## config.mk

```make
export PLATFORM = sky130hd
export DESIGN_NAME = spi_master
export DESIGN_NICKNAME = d
export VERILOG_FILES = /design/src/rtl/spi_master.sv
export SDC_FILE = /design/constraint.sdc
export NUM_CORES = 1
export LEC_CHECK = 0
export BUFFER_PORTS_ARGS = -buffer_cell sky130_fd_sc_hd__buf_2
export CORE_MARGIN = 4
export CORE_UTILIZATION = 60
export CTS_BUF_LIST = sky130_fd_sc_hd__clkbuf_8
export DETAILED_ROUTE_END_ITERATION = 16
export PLACE_DENSITY = 0.92
export SLEW_MARGIN = 0
export SYNTH_ARGS = -nofsm -noshare
export SYNTH_HDL_FRONTEND = slang
export SYNTH_SLANG_ARGS = --single-unit
export TNS_END_PERCENT = 10
```

## constraint.sdc

```tcl
create_clock -name clk -period 4.9 [get_ports clk]
set_input_delay 0.98 -clock clk [delete_from_list [all_inputs] [get_ports clk]]
set_output_delay 0.98 -clock clk [all_outputs]
set_load 0.03 [all_outputs]
```

## src/rtl/spi_master.sv

```systemverilog
// SPI mode-0 master: shifts a WIDTH-bit word out on mosi and in from miso, MSB first,
// generating sclk and csN from the system clock with CLKDIV system clocks per half-period.
module spi_master #(
    parameter int WIDTH  = 8,
    parameter int CLKDIV = 4
) (
    input  logic             clk,
    input  logic             resetN,
    input  logic             start,
    input  logic [WIDTH-1:0] txData,
    output logic             ready,
    output logic             done,
    output logic [WIDTH-1:0] rxData,
    output logic             sclk,
    output logic             csN,
    output logic             mosi,
    input  logic             miso
);

    localparam int CNT_W = $clog2(CLKDIV + 1);
    localparam int BIT_W = $clog2(WIDTH + 1);

    typedef enum logic [1:0] {
        IDLE = 2'd0,
        LEAD = 2'd1,
        HIGH = 2'd2,
        LOW  = 2'd3
    } state_t;

    state_t            state_r;
    logic [CNT_W-1:0]  divCnt_r;
    logic [BIT_W-1:0]  bitCnt_r;
    logic [WIDTH-1:0]  txShift_r;
    logic [WIDTH-1:0]  rxShift_r;
    logic [WIDTH-1:0]  txNext_s;
    logic [WIDTH-1:0]  rxNext_s;
    logic              halfDone_s;

    // Next-value helpers for the shift registers and the half-period terminal count.
    always_comb begin
        halfDone_s = (divCnt_r == CNT_W'(CLKDIV - 1));
        txNext_s   = txShift_r << 1'b1;
        rxNext_s   = (rxShift_r << 1'b1) | WIDTH'(miso);
    end

    // Transaction sequencer; bitCnt_r counts miso samples taken so far.
    always_ff @(posedge clk or negedge resetN) begin
        if (!resetN) begin
            state_r   <= IDLE;
            divCnt_r  <= '0;
            bitCnt_r  <= '0;
            txShift_r <= '0;
            rxShift_r <= '0;
            ready     <= 1'b1;
            done      <= 1'b0;
            rxData    <= '0;
            sclk      <= 1'b0;
            csN       <= 1'b1;
            mosi      <= 1'b0;
        end else begin
            done <= 1'b0;
            case (state_r)
                IDLE: begin
                    ready <= 1'b1;
                    if (start) begin
                        txShift_r <= txData;
                        rxShift_r <= '0;
                        bitCnt_r  <= '0;
                        divCnt_r  <= '0;
                        csN       <= 1'b0;
                        mosi      <= txData[WIDTH-1];
                        ready     <= 1'b0;
                        state_r   <= LEAD;
                    end
                end
                LEAD: begin
                    if (halfDone_s) begin
                        divCnt_r  <= '0;
                        sclk      <= 1'b1;
                        rxShift_r <= rxNext_s;
                        bitCnt_r  <= bitCnt_r + BIT_W'(1);
                        state_r   <= HIGH;
                    end else begin
                        divCnt_r <= divCnt_r + CNT_W'(1);
                    end
                end
                HIGH: begin
                    if (halfDone_s) begin
                        divCnt_r <= '0;
                        sclk     <= 1'b0;
                        state_r  <= LOW;
                        // The last bit stays on mosi until csN rises.
                        if (bitCnt_r < BIT_W'(WIDTH)) begin
                            txShift_r <= txNext_s;
                            mosi      <= txNext_s[WIDTH-1];
                        end
                    end else begin
                        divCnt_r <= divCnt_r + CNT_W'(1);
                    end
                end
                LOW: begin
                    if (halfDone_s) begin
                        divCnt_r <= '0;
                        if (bitCnt_r == BIT_W'(WIDTH)) begin
                            state_r <= IDLE;
                            csN     <= 1'b1;
                            mosi    <= 1'b0;
                            ready   <= 1'b1;
                            done    <= 1'b1;
                            rxData  <= rxShift_r;
                        end else begin
                            state_r   <= HIGH;
                            sclk      <= 1'b1;
                            rxShift_r <= rxNext_s;
                            bitCnt_r  <= bitCnt_r + BIT_W'(1);
                        end
                    end else begin
                        divCnt_r <= divCnt_r + CNT_W'(1);
                    end
                end
                default: begin
                    state_r  <= IDLE;
                    divCnt_r <= '0;
                    ready    <= 1'b1;
                    sclk     <= 1'b0;
                    csN      <= 1'b1;
                    mosi     <= 1'b0;
                end
            endcase
        end
    end

endmodule

```

Yosys cells after proc, flatten, opt, wreduce, memory -nomap -nowiden
Cells that the tools add are included.
- $add $sub $neg: 2
- order comparisons: 1
- equality and inequality tests: 12
- mux-type cells: 43
- bitwise logic cells: 1
- reduce and logical (&&, ||, !) cells: 15
- operator list (kind ; count):
    $mux W8 ; 4
    $pmux W8 S3 ; 1
    $mux W7 ; 3
    $mux W1 ; 16
    $mux W4 ; 4
    $ne A2 B2 Y1 const B ; 7
    $pmux W7 S2 ; 1
    $pmux W4 S3 ; 1
    $reduce_and A4 Y1 ; 3
    $mux W2 ; 5
    $reduce_and A5 Y1 ; 2
    $reduce_bool A3 Y1 ; 3
    $or A8 B1 Y8 ; 1
    $pmux W2 S4 ; 1
    $mux W3 ; 2
    $pmux W1 S3 ; 2
    $pmux W3 S2 ; 1
    $reduce_and A3 Y1 ; 2
    $reduce_and A6 Y1 ; 1
    $add A4 B1 Y4 const B ; 1
    $eq A2 B2 Y1 const B ; 2
    $eq A4 B4 Y1 const B ; 1
    $lt A4 B4 Y1 const B ; 1
    $pmux W1 S2 ; 2
    other kinds (6) ; 7
- flip-flop bits (word level): 37
- input port bits: 12
- output and inout port bits: 13
- logic and storage cells: 85

Logic depth before layout (Yosys ltp)
- word-level depth: 4
- gate-level depth with buffers: 7
- mapped depth without buffers: 6

Worst setup path before layout
No wires, ideal clock.
- path type: input-to-reg
- from: input port start
- to: register bitCnt_r[0]
- setup time: 0.125 ns
- data arrival time: 1.787 ns
- required time: 4.775 ns
- slack: 2.987 ns
- stages: 5
- path buffers: 1
- cell sequence: nand2_1 -> o21a_1 -> a21oi_4 -> buf_8 -> mux2_4
- word-level cells in the longest chain between the ends: 2
- RTL lines (element ; RTL line ; source):
    start, declared ; 9 ; input logic start,
    $ne A2 B2 Y1 (no source line) ; -- ;
    $reduce_and A5 Y1 (no source line) ; -- ;
    end signal, assigned ; 81 ; bitCnt_r <= bitCnt_r + BIT_W'(1);
    end signal, assigned ; 115 ; bitCnt_r <= bitCnt_r + BIT_W'(1);
    end, declared ; 32 ; logic [BIT_W-1:0] bitCnt_r;
Every way passes these cells.
A chain may end at the register's enable or synchronous reset.

Worst setup path after layout
- from: register state_r[1]
- to: register rxShift_r[1]
- word-level cells in the longest chain between the ends: 3
- elaborated cells between the ends (all ways): 10
- those cells by class: 6 x eq/ne; 1 x mux; 3 x reduce/logical
- RTL lines (element ; RTL line ; source):
    start, declared ; 30 ; state_t state_r;
    start signal, assigned ; 49 ; state_r <= IDLE;
    start signal, assigned ; 73 ; state_r <= LEAD;
    start signal, assigned ; 82 ; state_r <= HIGH;
    $eq A2 B2 Y1, or another cell as far along ; 62 ; case (state_r)
    $ne A2 B2 Y1 (no source line) / $reduce_bool A3 Y1 (equally long branches) ; -- ;
    $reduce_and A5 Y1 (no source line) ; -- ;
    end signal, assigned ; 80 ; rxShift_r <= rxNext_s;
    end signal, assigned ; 114 ; rxShift_r <= rxNext_s;
    end, declared ; 34 ; logic [WIDTH-1:0] rxShift_r;
Several ways; a longest one is shown, not always the timed one.

==> impl_metrics.csv <==
group,metric,value,unit
yosys,synth.most_common_cell,"dfrtp_1",
pwr,combPwrFrac,2.8,%
timing,min_period,2375,ps
worst_setup_path,path_cells,"inv_1 > ha_1 > nor2_1 > o21a_1 > a21oi_4 > mux2_4",
die,num_io_pins,25,
die,core,0.003053,mm^2
clocking,cts_max_level,2,
timing,fin_setup_tns,0,ps
hold_path,hold_depth,2,
cells_and_area,drive_gt1_share,30.53,%
timing,rsz0062_at_grt,"no",
yosys,ys_types,39,
clocking,cts_setup_buffers,0,
global_route,grt_first_pass_wirelength,6.361,mm
clocking,clk_pin_slew,80,ps
clocking,cts_tree,"built",
status,status,"finished clean",
global_route,grt_start_max_net_pins,38,
yosys,async_reset_ff_share,100.0,%
hold_path,hp-class,"register to register",
yosys,syn_area,0.001901,mm^2
timing,finalHoldViolations,0,
clocking,cts.repair.resized,0,
routing,maxUsedRoutingLayer,"met4",
timing,worst_pin_slew,880.0,ps
timing,skew,10.69,ps
worst_setup_path,crit_path_max_incr_delay,700,ps
die,die_w,64.28,um
yosys,ys.flop_type,"dfrtp_1",
timing,fin_crit_sh,48.47,%
global_route,antenna_found_initial,0,
pwr,seq_power_share,58.7,%
clocking,postCtsHoldBufs,0,
worst_setup_path,crit_type,"register to register",
routing,wl_met2,1.757,mm
die,core.rowCount,20,
cells_and_area,areaGrowthSynthToFinish,11.98,%
yosys,synth_cells,162,
cells_and_area,n_fill_cell,212,
worst_setup_path,cp.required,5070,ps
worst_setup_path,cp.depth,6,
routing,drt-total-wl,3.562,mm
cells_and_area,diodes,0,
yosys,yosys_warnings,0,
routing,detail-route-antenna-nets,0,
routing,m1WireLength,1.500,mm
routing,wl_per_cell,15.22,um
hold_path,holdPathEnd,"txShift_r[5]",
yosys,synth_fp_nets,183,
die,die_area,0.004132,mm^2
clocking,cts_made_buffers,5,
placed_design,portBuffers,24,
yosys,yosysTopAreaCell,"dfrtp_1",
yosys,synthTopCellsByCount,"dfrtp_1, nand2_1, o21ai_0",
yosys,synth.ff_latch_count,37,
worst_setup_path,r2r_start,"state_r[1]",
routing,wl_met3,230,um
cells_and_area,seq_area,928.4,um^2
yosys,seq_area_frac_synth,48.85,%
pwr,p_per_area,248.3,mW/mm^2
placed_design,place_hpwl,2.569,mm
global_route,grt-ovfl-total,0,
routing,vias_per_cell,5.551,
pwr,p_int,0.4121,mW
worst_setup_path,cp.arrival,2550,ps
worst_setup_path,r2r_setup_slack,2520,ps
timing,relSlewSlack,41.11,%
routing,drtIter0Drc,66,
yosys,synth_area_leaders,"dfrtp_1, ha_1, mux2_2",
die,die_h,64.28,um
worst_setup_path,crit_slowest_cell,"nor2_1",
die,initial_core_util,62.25,%
global_route,grt_use_total,20.17,%
clocking,clock-sinks,37,
clocking,root_buffer,"clkbuf_8",
routing,drc,0,
pwr,p_sw,0.1164,mW
placed_design,globalplace.congestion,0.8662,
cells_and_area,nets,210,
timing,whs,487.0,ps
timing,setup_viol,0,
clocking,clock_path_buffers,2,
routing,drtPass1Iterations,4,
routing,vias,1299,
pwr,clkPwrFrac,38.4,%
pwr,p_leak,1.025,nW
worst_setup_path,critPathTopFamily,"simple AND/OR/NAND/NOR gates",
worst_setup_path,path_max_fanout,14,
cells_and_area,multiInputGateArea,912.1,um^2
clocking,worst_skew_pair.late_latency,290,ps
pwr,switching_share,22.02,%
pwr,ir_drop,0.0002064,V
yosys,synth_edf_count,0,
hold_path,worstHoldStart,"txShift_r[5]",
worst_setup_path,start_kind,"register",
worst_setup_path,worstSetupEndpointType,"register",
timing,maxSlewViolCount,0,
yosys,syn_area_per_cell,11.73,um^2
timing,max_freq,421.0,MHz
yosys,yosysTopAreaCellShare,46.08,%
worst_setup_path,r2r_end,"rxShift_r[1]",
worst_setup_path,critical_path.n_buffers_inverters,1,
run,max_cap_viol_count,0,
worst_setup_path,timing.reg2reg.worst_path_depth,6,
global_route,grt_pass1_vias,1358,
==> per-stage QoR <==
| step | setup slack [ps] | total power [mW] | cells | area (um^2) | util (%) |
|---|---|---|---|---|---|
| after floorplan | 2987 | 0.3203 | 162 | 1901 | - |
| after global placement | 2673 | 0.3310 | 226 | 2046 | 67.01 |
| after detailed placement | 2562 | 0.3318 | 226 | 2046 | 67.01 |
| after CTS | 2564 | 0.5360 | 234 | 2128 | 69.71 |
| after global routing | 2319 | 0.5546 | 234 | 2128 | 69.71 |
| final | 2525 | 0.5284 | 234 | 2128 | 69.71 |
==> worst max path at each step <==
stage | start | endpoint
after global placement | state_r[1] | rxShift_r[1]
after detailed placement | state_r[1] | rxShift_r[5]
after CTS | state_r[1] | rxShift_r[5]
final | state_r[1] | rxShift_r[1]
after floorplan | start | bitCnt_r[0]
after global routing | state_r[0] | txShift_r[4]
==> final cells by class <==
type / instances / area share, %
Inverter: 8 / 1.411
Clock inverter: 3 / 0.6467
Sequential cell: 37 / 43.62
Clock buffer: 5 / 3.233
Multi-Input combinational cell: 113 / 42.86
Tap cell: 44 / 2.587
Timing Repair Buffer: 24 / 5.644
==> registers in the layout (all words and copies together), names as in the netlist <==
signal     cells
bitCnt_r       4
csN            1
divCnt_r       3
done           1
mosi           1
ready          1
rxData         8
rxShift_r      8
sclk           1
state_r        2
txShift_r      7
==> worst min-delay path, delay by kind of cell (launching register included) <==
family / cells / cell delay [ps]
flops: 1 / 350
simple gates: 1 / 50
compound gates: 1 / 60
==> cells by family (layout without fill, tap and decap cells) <==
kind of cell / Yosys count / count (layout) / share of synthesized area, %
buffers and inverters: 12 / 40 / 3.160
AND/OR/NAND/NOR: 47 / 47 / 14.35
AO/OA/AOI/OAI: 32 / 32 / 11.98
adder cells (fa/ha/maj): 9 / 9 / 5.925
multiplexers: 25 / 25 / 15.73
flip-flops: 37 / 37 / 48.85
==> power groups by stage <==
stage,clock (mW),sequential (mW),combinational [mW]
after floorplan,0,0.315,0.00477
after global placement,0,0.316,0.0151
after detailed placement,0,0.316,0.0156
after CTS,0.210,0.310,0.0157
after global routing,0.227,0.311,0.0172
final,0.203,0.310,0.0150
==> layout by cell type, fill, tap and decap left out, drive strengths merged, types with 2 or more instances in the layout <==
cell	netlist	final
a211oi	2	2
a21oi	2	2
a22o	2	2
buf	4	24
clkbuf	0	5
clkinv	0	2
dfrtp	35	35
dfstp	2	2
ha	9	9
inv	8	9
mux2	18	18
mux2i	7	7
nand2	14	14
nand2b	3	3
nor2	8	8
nor2b	11	11
nor3	5	5
o21a	2	2
o21ai	15	15
o2bb2ai	2	2
==> layer usage <==
metal  global-route usage [%]  up-vias
met5                        0        -
met2                    30.80       54
met4                    8.707        0
met3                    6.151       11
met1                    26.53      610
li1                         -      624
No activity file was read; power rests on OpenSTA's default activity.
